--- src/rtl/kgp_prefix_pipe.sv ---
`default_nettype none
`timescale 1ns/1ps
// ============================================================================
//  Module   : kgp_prefix_pipe
//  Purpose  : 16-bit adder as a 6-stage Kogge-Stone prefix pipeline (5 prefix
//             levels + sum register) with a global stall-all handshake.
//  Revision : 1.0 - initial release
// ============================================================================
module kgp_prefix_pipe (
    input  logic        clk,
    input  logic        reset,
    input  logic        in_valid,
    output logic        in_ready,
    input  logic [16:0] kgp_one,
    input  logic [16:0] kgp_two,
    input  logic [3:0]  in_tag,
    output logic        out_valid,
    input  logic        out_ready,
    output logic [15:0] sum,
    output logic        cout,
    output logic        ovf,
    output logic [3:0]  out_tag
);

    localparam int LEVELS = 5;
    localparam int WIDTH  = 17;

    logic                           w_en;
    logic [LEVELS:0]                v_q;
    logic [LEVELS:0]                v_d;

    // Index s holds the registers of stage s+1; P is not needed past level 4.
    logic [LEVELS-1:0][WIDTH-1:0]   g_q;
    logic [LEVELS-1:0][WIDTH-1:0]   g_d;
    logic [LEVELS-2:0][WIDTH-1:0]   p_q;
    logic [LEVELS-2:0][WIDTH-1:0]   p_d;
    logic [LEVELS-1:0][WIDTH-1:0]   w_g_in;
    logic [LEVELS-1:0][WIDTH-1:0]   w_p_in;
    logic [LEVELS-1:0][15:0]        t2_q;
    logic [LEVELS-1:0][3:0]         tag_q;

    logic [15:0]                    sum_q;
    logic                           cout_q;
    logic                           ovf_q;
    logic [3:0]                     out_tag_q;
    logic                           w_unused_p;

    assign w_en     = out_ready | ~v_q[LEVELS];
    assign in_ready = w_en;
    assign v_d      = {v_q[LEVELS-1:0], in_valid};

    generate
        for (genvar s = 0; s < LEVELS; s++) begin : g_level
            localparam int SPAN = 1 << s;
            if (s == 0) begin : g_src_port
                assign w_g_in[s] = kgp_one;
                assign w_p_in[s] = kgp_two;
            end else begin : g_src_reg
                assign w_g_in[s] = g_q[s-1];
                assign w_p_in[s] = p_q[s-1];
            end
            for (genvar i = 0; i < WIDTH; i++) begin : g_pos
                if (i >= SPAN) begin : g_merge
                    assign g_d[s][i] = w_g_in[s][i] | (w_p_in[s][i] & w_g_in[s][i-SPAN]);
                    if (s < LEVELS - 1) begin : g_prop
                        assign p_d[s][i] = w_p_in[s][i] & w_p_in[s][i-SPAN];
                    end
                end else begin : g_pass
                    assign g_d[s][i] = w_g_in[s][i];
                    if (s < LEVELS - 1) begin : g_prop
                        assign p_d[s][i] = w_p_in[s][i];
                    end
                end
            end
        end
    endgenerate

    // Below the top position the last level's propagate never reaches a carry.
    assign w_unused_p = ^w_p_in[LEVELS-1][WIDTH-2:0];

    always_ff @(posedge clk) begin
        if (w_en) begin
            g_q   <= g_d;
            p_q   <= p_d;
            t2_q  <= {t2_q[LEVELS-2:0], kgp_two[16:1]};
            tag_q <= {tag_q[LEVELS-2:0], in_tag};
        end
    end

    always_ff @(posedge clk) begin
        if (reset) begin
            v_q <= '0;
        end else if (w_en) begin
            v_q <= v_d;
        end
    end

    // Result registers load only for real words so they hold across bubbles.
    always_ff @(posedge clk) begin
        if (reset) begin
            sum_q     <= '0;
            cout_q    <= 1'b0;
            ovf_q     <= 1'b0;
            out_tag_q <= '0;
        end else if (w_en && v_q[LEVELS-1]) begin
            sum_q     <= t2_q[LEVELS-1] ^ g_q[LEVELS-1][15:0];
            cout_q    <= g_q[LEVELS-1][16];
            ovf_q     <= g_q[LEVELS-1][15] ^ g_q[LEVELS-1][16];
            out_tag_q <= tag_q[LEVELS-1];
        end
    end

    assign out_valid = v_q[LEVELS];
    assign sum       = sum_q;
    assign cout      = cout_q;
    assign ovf       = ovf_q;
    assign out_tag   = out_tag_q;

endmodule
`default_nettype wire

--- config.mk ---
export PLATFORM = sky130hd
export DESIGN_NAME = kgp_prefix_pipe
export DESIGN_NICKNAME = d
export VERILOG_FILES = /design/src/rtl/kgp_prefix_pipe.sv
export SDC_FILE = /design/constraint.sdc
export NUM_CORES = 1
export LEC_CHECK = 0
export CORE_MARGIN = 5
export CORE_UTILIZATION = 57
export CTS_CLUSTER_DIAMETER = 60
export DETAILED_ROUTE_END_ITERATION = 6
export PLACE_DENSITY = 0.82
export SETUP_SLACK_MARGIN = 0.4
export SLEW_MARGIN = 0
export SYNTH_ARGS = -nofsm -noshare
export SYNTH_HDL_FRONTEND = slang
export SYNTH_SLANG_ARGS = --single-unit
--- constraint.sdc ---
create_clock -name clk -period 3.3 [get_ports clk]
set_input_delay 0.825 -clock clk [delete_from_list [all_inputs] [get_ports clk]]
set_output_delay 0.825 -clock clk [all_outputs]
set_load 0.01 [all_outputs]
==> impl_metrics.json, run 1 <==
{
  "syn_nets": 481,
  "die_area_um2": 17500,
  "post-route-period-util": 0.823,
  "cts_made_buffers": 25,
  "vias_per_cell": 5.24,
  "path_delay_family": "buffers and inverters",
  "grt_usage": 0.144,
  "cts_max_path_buffers": 3,
  "final_nets": 565,
  "drv_slew": 0,
  "wirelength_um": 12500,
  "drt_iter0_markers": 270,
  "overflow": 0,
  "critPathSlowestCell": "clkdlybuf4s50_1",
  "clk_latency_ps": 500,
  "synth_seq_cells": 251,
  "power_density_nw_per_um2": 637,
  "synthTopCellsByArea": "edfxtp_1 78%, dfxtp_1 6.6%, a21o_1 4.7%, and2_1 2.8%, xnor2_1 1.7%",
  "register_area_um2": 7260,
  "synth_top_family_by_area": "compound AO/OA/AOI/OAI gates",
  "crit_path_end_kind": "output port",
  "fmax_mhz": 368,
  "hpwl_um": 7900,
  "rows": 44,
  "place_area_um2": 9370,
  "cts.clk_slew.worst_paths_ps": 60,
  "synth_common_cells": "223 x edfxtp_1, 54 x a21o_1, 38 x and2_1, 28 x dfxtp_1, 27 x a21oi_1",
  "drt-pass1-iter-count": 4,
  "worstPathArrival_ps": 1890,
  "cp_max_fo": 3,
  "grt_max_degree": 173,
  "syn_avg_cell_area_um2": 19.5,
  "place_congestion": 0.752,
  "synthXorXnorAreaFrac": 0.0174,
  "start_util": 0.585,
  "setup-tns-final_ps": 0,
  "die_y_um": 132,
  "cts_num_sinks": 251,
  "synthCells": 439,
  "fin_crit_ps": 2720,
  "synthArstFlopShare": 0,
  "multiInputGateArea_um2": 1190,
  "drc": 0,
  "first_global_vias": 3945,
  "ant_nets": 0,
  "drive_gt1_frac": 0.0813,
  "vias": 3800,
  "pin_count": 66,
  "slowest_delay_ps": 450,
  "synth_top_area_cell": "edfxtp_1",
  "post_cts_buffers": 0,
  "yosysSeqAreaShare": 0.850,
  "synth_compound_area_frac": 0.0828,
  "slew_headroom": 0.317,
  "rsz0062_at_grt": "no",
  "synthMostInstantiatedCell": "edfxtp_1",
  "crit_required_ps": 2470,
  "ys_types": 20,
  "die_width_um": 132,
  "synthAdderAreaFrac": 0,
  "yosysTopAreaCellShare": 0.784,
  "synth_flop_cell": "edfxtp_1",
  "hp-class": "flop to flop",
  "hold_violations": 0,
  "synth-simple-area-share": 0.0391,
  "crit_type": "input port to output port",
  "portBuffers": 64,
  "fp.coreArea_um2": 14600,
  "grt_antenna_before_repair": 0,
  "path_cells": "clkdlybuf4s50_1, nor2b_4, inv_8, dlygate4sd2_1",
  "area_delta_synth_final_pct": 18.6,
  "setup_viol": 0,
  "clock_skew_ps": 12.6,
  "ys_warn_count": 0,
  "tritoncts": "done",
  "p_leak_nw": 3.72,
  "critPathLaunchType": "input port",
  "final_area_um2": 10100,
  "maxCapViolations": 0,
  "synthMuxAreaShare": 0,
  "fillers": 872,
  "synth_area_um2": 8540,
  "synth_edf_count": 223,
  "irDropWorstVdd_mv": 0.459,
  "htree_levels": 1,
  "antenna_cells": 0,
  "wl_per_cell_um": 17.2,
  "grt_pass1_wl_um": 20500,
  "critPathBufInv": 3,
  "root_buffer": "clkbuf_16",
  "status": "finished clean",
  "tightest_slew_ps": 1020
}
cell families (layout without fill, tap and decap cells):
logic type             Yosys count  after routing
flip-flops                     251            251
buffers and inverters           12            114
XOR/XNOR                        17             17
AO/OA/AOI/OAI                  104            104
AND/OR/NAND/NOR                 55             55
sequential cells by signal (all words and copies together), names as in the netlist:
| signal | count |
|---|---|
| t2_q | 80 |
| g_q | 55 |
| p_q | 38 |
| g_d | 30 |
| tag_q | 20 |
| sum | 16 |
| v_q | 6 |
| out_tag | 4 |
| cout | 1 |
| ovf | 1 |
cell type report:
cell class                      count  area share
Timing Repair Buffer               67      0.0666
Sequential cell                   251       0.717
Clock buffer                       35      0.0696
Inverter                            2     0.00173
Tap cell                          184      0.0227
Multi-Input combinational cell    176       0.118
Clock inverter                     10     0.00519
cells in the final DEF (no fill, tap or decap), types with 2 or more instances in the layout:
cell	netlist	routed
a211oi_1	16	16
a21o_1	54	54
a21oi_1	27	27
and2_1	38	38
buf_4	2	2
clkbuf_1	0	7
clkbuf_16	0	26
clkbuf_8	0	2
clkdlybuf4s50_1	0	63
clkinv_1	0	3
clkinv_2	0	6
dfxtp_1	28	28
edfxtp_1	223	223
inv_8	0	2
nand2_1	10	10
nand3_1	5	5
o21ai_0	5	5
xnor2_1	17	17
through the flow:
step            util  hold WS, ps  worst slack, ps  instances  total power [mW]
2_1_floorplan      -          400              506        439              3.83
3_3_place_gp   0.642          401              372        680              3.93
3_5_place_dp   0.642          405              372        680              3.95
4_1_cts        0.694          416              568        725              6.50
5_1_grt        0.694          422              547        725              6.67
6_report       0.694          416              584        725              6.45
where the power goes:
group	switching, mW	internal, mW	total, mW
clock network	1.07	1.49	2.56
registers	0.0770	3.64	3.71
logic	0.0645	0.104	0.169
timing repair:
| item | CTS | global route |
|---|---|---|
| gates resized for setup | 1 | 0 |
| hold buffers | 0 | 0 |
| endpoints found under the setup margin | 1 | 0 |
routing by layer:
| layer | routed length [µm] | share of wire | vias up | global-route usage |
|---|---|---|---|---|
| met5 | 0 | 0 | - | 0 |
| met4 | 250 | 0.020 | 0 | 0.0362 |
| met3 | 572 | 0.046 | 22 | 0.0313 |
| li1 | - | - | 1858 | - |
| met2 | 6410 | 0.51 | 96 | 0.246 |
| met1 | 5270 | 0.42 | 1824 | 0.192 |
path summary, 6_finish.rpt:
| kind | start | endpoint | slack (ps) | depth (start not counted) |
|---|---|---|---|---|
| setup / recovery | out_ready | in_ready | 580 | 4 |
| hold / removal | t2_q[45]$_DFFE_PP_ | t2_q[61]$_DFFE_PP_ | 420 | 0 |
| setup reg to reg | v_q[5]$_SDFFE_PP0P_ | sum[0]$_SDFFE_PP0P_ | 1510 | 5 |
| hold reg to reg | t2_q[45]$_DFFE_PP_ | t2_q[61]$_DFFE_PP_ | 420 | 0 |
(Power assumes the default switching activity.)
==> run 2: changes to the inputs <==
--- a/config.mk
+++ b/config.mk
@@ -6,10 +6,10 @@
 export NUM_CORES = 1
 export LEC_CHECK = 0
 export CORE_MARGIN = 5
-export CORE_UTILIZATION = 57
+export CORE_UTILIZATION = 52
 export CTS_CLUSTER_DIAMETER = 60
 export DETAILED_ROUTE_END_ITERATION = 6
-export PLACE_DENSITY = 0.82
+export PLACE_DENSITY = 0.79
 export SETUP_SLACK_MARGIN = 0.4
 export SLEW_MARGIN = 0
 export SYNTH_ARGS = -nofsm -noshare
==> constraint.sdc (replaced) <==
create_clock -name clk -period 2.36 [get_ports clk]
set_input_delay 0.59 -clock clk [delete_from_list [all_inputs] [get_ports clk]]
set_output_delay 0.59 -clock clk [all_outputs]
set_load 0.01 [all_outputs]
==> impl_metrics.json, run 2 (synthesis results as in run 1) <==
{
  "power_density_nw_per_um2": 870,
  "placed_cells": 716,
  "fmax_mhz": 544,
  "die_y_um": 138,
  "p_total_mw": 8.78,
  "p_leak_nw": 3.80,
  "rsz0062_at_grt": "no",
  "fin_util": 0.630,
  "cp_max_fo": 4,
  "maxCapViolations": 0,
  "rows": 46,
  "final_area_um2": 10100,
  "final_common_cell": "edfxtp_1",
  "wirelength_um": 12400,
  "grt_pass1_wl_um": 20300,
  "drc": 0,
  "vias_per_cell": 5.07,
  "ant_nets": 0,
  "setup_viol": 0,
  "die_area_um2": 19100,
  "grt_max_degree": 150,
  "slowest_delay_ps": 260,
  "regMostFlops": "t2_q",
  "final_cell_mix": "223 x edfxtp_1, 54 x a21o_1, 39 x clkdlybuf4s50_1, 38 x and2_1, 28 x dfxtp_1",
  "cts_num_sinks": 251,
  "area_delta_synth_final_pct": 18.0,
  "final_nets": 568,
  "post_cts_buffers": 0,
  "place_ws_ps": -89.8,
  "path_delay_family": "buffers and inverters",
  "hpwl_um": 7760,
  "hold_violations": 0,
  "cts_max_path_buffers": 3,
  "htree_levels": 1,
  "worstPathArrival_ps": 1250,
  "grt_usage": 0.130,
  "hp-class": "flop to flop",
  "clock_skew_ps": 19.4,
  "tritoncts": "done",
  "critPathSlowestCell": "dlygate4sd2_1",
  "drt_iter0_markers": 288,
  "antenna_cells": 0,
  "critPathLaunchType": "input port",
  "cts_made_buffers": 24,
  "drive_gt1_frac": 0.0778,
  "portBuffers": 64,
  "overflow": 0,
  "place_congestion": 0.777,
  "start_util": 0.534,
  "cts.clk_slew.worst_paths_ps": 60,
  "reg2reg_depth": 4,
  "fin_cells": 756,
  "fp.coreArea_um2": 16000,
  "crit_required_ps": 1770,
  "path_cells": "dlygate4sd2_1, nor2b_4, inv_8, buf_2",
  "wl_per_cell_um": 16.5,
  "drv_slew": 0,
  "root_buffer": "clkbuf_16",
  "vias": 3834,
  "irDropWorstVdd_mv": 0.711,
  "critPathBufInv": 3,
  "crit_path_end_kind": "output port",
  "ctsHoldBuffers": 0,
  "grt_antenna_before_repair": 0,
  "fin_crit_ps": 1840,
  "first_global_vias": 3946,
  "die_width_um": 138,
  "largest_reg_flops": 80,
  "crit_type": "input port to output port",
  "status": "finished clean",
  "holdPathStages": 0,
  "post-route-period-util": 0.778,
  "clk_latency_ps": 510,
  "pin_count": 66,
  "setup_slack_ps": 523,
  "slew_headroom": 0.494,
  "reg_top3": "t2_q: 80 flops, g_q: 55 flops, p_q: 38 flops",
  "drt-pass1-iter-count": 4,
  "tightest_slew_ps": 759,
  "fillers": 1108,
  "crit_cells": 4,
  "place_area_um2": 9440
}
==> run 2: cell types whose count changed in the layout (fill, tap and decap cells not counted), sizes merged <==
cell / previous run / this run
clkdlybuf4s50: 63 / 39
inv: 3 / 2
dlygate4sd2: 1 / 24
clkinv: 9 / 8
clkbuf: 35 / 32
buf: 3 / 8
==> run 2: timing repair <==
action | in CTS | in global routing
hold endpoints to repair | 0 | 0
resized for setup | 28 | 0
setup endpoints to repair | 24 | 0
==> run 2: power by group <==
part | internal, mW | total [mW] | switching [mW] | leakage, nW
sequential | 5.09 | 5.19 | 0.108 | 2.57
combinational | 0.143 | 0.231 | 0.0880 | 0.900
clock | 1.87 | 3.35 | 1.48 | 0.330
==> run 2: final cells by class <==
| cell class | count | area, µm² | share of cell area |
|---|---|---|---|
| Clock buffer | 32 | 631 | 0.0625 |
| Clock inverter | 8 | 46.3 | 0.00459 |
| Inverter | 2 | 17.5 | 0.00174 |
| Multi-Input combinational cell | 176 | 1190 | 0.118 |
| Sequential cell | 251 | 7260 | 0.720 |
| Tap cell | 216 | 270 | 0.0268 |
| Timing Repair Buffer | 71 | 671 | 0.0665 |
==> run 2: path summary, 6_finish.rpt <==
| path | start | end | slack, ps |
|---|---|---|---|
| hold reg to reg | tag_q[4]$_DFFE_PP_ | tag_q[8]$_DFFE_PP_ | 420 |
| setup reg to reg | v_q[5]$_SDFFE_PP0P_ | g_q[4]$_DFFE_PP_ | 740 |
| setup / recovery | out_ready | in_ready | 520 |
| hold / removal | tag_q[4]$_DFFE_PP_ | tag_q[8]$_DFFE_PP_ | 420 |
==> run 2: routing by layer <==
metal,track usage,vias up,part of all wire
met5,0,-,0
met4,0.0411,0,0.028
met3,0.0297,29,0.046
met2,0.224,101,0.51
met1,0.166,1848,0.42
li1,-,1856,-
==> run 2: per-stage QoR <==
step                      setup TNS [ps]  hold slack [ps]
after floorplan                        0              400
final                                  0              415
after global routing                   0              419
after CTS                              0              414
after global placement             -90.3              403
after detailed placement           -1850              405
==> run 3: changes to the inputs <==
--- a/config.mk
+++ b/config.mk
@@ -6,10 +6,10 @@
 export NUM_CORES = 1
 export LEC_CHECK = 0
 export CORE_MARGIN = 5
-export CORE_UTILIZATION = 52
+export CORE_UTILIZATION = 57
 export CTS_CLUSTER_DIAMETER = 60
 export DETAILED_ROUTE_END_ITERATION = 6
-export PLACE_DENSITY = 0.79
+export PLACE_DENSITY = 0.82
 export SETUP_SLACK_MARGIN = 0.4
 export SLEW_MARGIN = 0
 export SYNTH_ARGS = -nofsm -noshare
==> constraint.sdc (replaced) <==
create_clock -name clk -period 1.85 [get_ports clk]
set_input_delay 0.4625 -clock clk [delete_from_list [all_inputs] [get_ports clk]]
set_output_delay 0.4625 -clock clk [all_outputs]
set_load 0.01 [all_outputs]
==> impl_metrics.json, run 3 (synthesis results as in run 1) <==
{
  "fin_crit_ps": 1690,
  "final_nets": 589,
  "fillers": 828,
  "rsz0062_at_grt": "yes",
  "overflow": 0,
  "htree_levels": 1,
  "hp-class": "flop to flop",
  "antenna_cells": 0,
  "cp_max_fo": 2,
  "final_cell_mix": "223 x edfxtp_1, 54 x a21o_1, 39 x clkdlybuf4s50_1, 38 x and2_1, 30 x clkbuf_16",
  "cts_max_path_buffers": 3,
  "drv_slew": 0,
  "critPathLaunchType": "flop",
  "area_delta_synth_final_pct": 25.5,
  "root_buffer": "clkbuf_16",
  "die_y_um": 132,
  "drc": 0,
  "cts.clk_slew.worst_paths_ps": 60,
  "grt_antenna_before_repair": 0,
  "pin_count": 66,
  "clk_latency_ps": 510,
  "status": "finished clean",
  "rows": 44,
  "wl_per_cell_um": 19.4,
  "grt_pass1_wl_um": 21400,
  "placed_cells": 686,
  "gr-max-usage-layer": "met2",
  "power_density_nw_per_um2": 1090,
  "first_global_vias": 4094,
  "p_total_mw": 11.7,
  "crit_path_end_kind": "output port",
  "ctsHoldBuffers": 0,
  "place_congestion": 0.753,
  "die_area_um2": 17500,
  "fmax_mhz": 591,
  "drt_iter0_markers": 241,
  "reg_top3": "t2_q: 80 flops, g_q: 55 flops, p_q: 38 flops",
  "vias": 4054,
  "worstPathArrival_ps": 1230,
  "clock_skew_ps": 8.10,
  "crit_type": "flop to output port",
  "cts_num_sinks": 251,
  "regMostFlops": "t2_q",
  "grt_use_met1": 0.199,
  "final_common_cell": "edfxtp_1",
  "grt_usage": 0.152,
  "fin_cells": 748,
  "register_area_um2": 7290,
  "vias_per_cell": 5.42,
  "slew_headroom": 0.709,
  "p_leak_nw": 4.08,
  "setup-tns-final_ps": 0,
  "largest_reg_flops": 80,
  "hpwl_um": 7970,
  "fp.coreArea_um2": 14600,
  "setup_viol": 0,
  "wirelength_um": 14500,
  "tritoncts": "done",
  "start_util": 0.585,
  "crit_required_ps": 1390,
  "use_met2": 0.262,
  "fin_util": 0.735,
  "drt-pass1-iter-count": 6,
  "tightest_slew_ps": 437,
  "cts_made_buffers": 24,
  "drive_gt1_frac": 0.246,
  "irDropWorstVdd_mv": 1.00,
  "die_width_um": 132,
  "grt_util_met3": 0.0305,
  "portBuffers": 64,
  "grt_max_degree": 72,
  "post-route-period-util": 0.915,
  "ant_nets": 0,
  "multiInputGateArea_um2": 1370,
  "maxCapViolations": 0,
  "hold_violations": 0
}
run 3: power breakdown:
part | total [mW] | internal [mW] | switching [mW]
Clock | 4.74 | 2.80 | 1.94
Sequential | 6.63 | 6.49 | 0.146
Combinational | 0.327 | 0.197 | 0.130
Total | 11.7 | 9.49 | 2.22
run 3: metrics by stage:
| step | instance area, µm² | hold slack, ps | setup slack [ps] |
|---|---|---|---|
| detailed placement | 9450 | 405 | -272 |
| global route | 10700 | 421 | 114 |
| finish | 10700 | 413 | 157 |
| floorplan | 8560 | 400 | 64.7 |
| CTS | 10300 | 417 | 147 |
| global placement | 9450 | 401 | -272 |
run 3: timing repair:
| item | 4_1_cts | 5_1_grt |
|---|---|---|
| pin swaps | 0 | 3 |
| setup endpoints to repair | 39 | 265 |
| gates cloned | 2 | 7 |
| buffers inserted | 1 | 9 |
| gates resized for setup | 120 | 51 |
| endpoints found under the hold margin | 0 | 0 |
run 3: layer usage:
metal | wire length, µm | vias up | share of wire
li1 | - | 1914 | -
met1 | 5750 | 1997 | 0.40
met2 | 7610 | 108 | 0.52
met3 | 736 | 35 | 0.051
met4 | 441 | 0 | 0.030
met5 | 0 | - | 0
run 3: worst max-delay path, stage by stage (launching register included):
cell and delay, ps:
dfxtp_2 330, nor2b_4 220, inv_8 60, buf_6 120
run 3: final timing paths:
path	from	end	slack, ps	depth (start not counted)
min reg2reg	g_d[74]$_DFFE_PP_	g_q[74]$_DFFE_PP_	410	0
max reg2reg	v_q[5]$_SDFFE_PP0P_	sum[11]$_SDFFE_PP0P_	370	7
min	g_d[74]$_DFFE_PP_	g_q[74]$_DFFE_PP_	410	0
max	v_q[5]$_SDFFE_PP0P_	in_ready	160	3
run 3: final cells by class:
class	instances	share of cell area
sequential	251	0.680
multi-input combinational	176	0.128
timing repair buffer	92	0.0966
clock buffer	27	0.0571
tap	184	0.0215
clock inverter	16	0.0156
inverter	2	0.00163
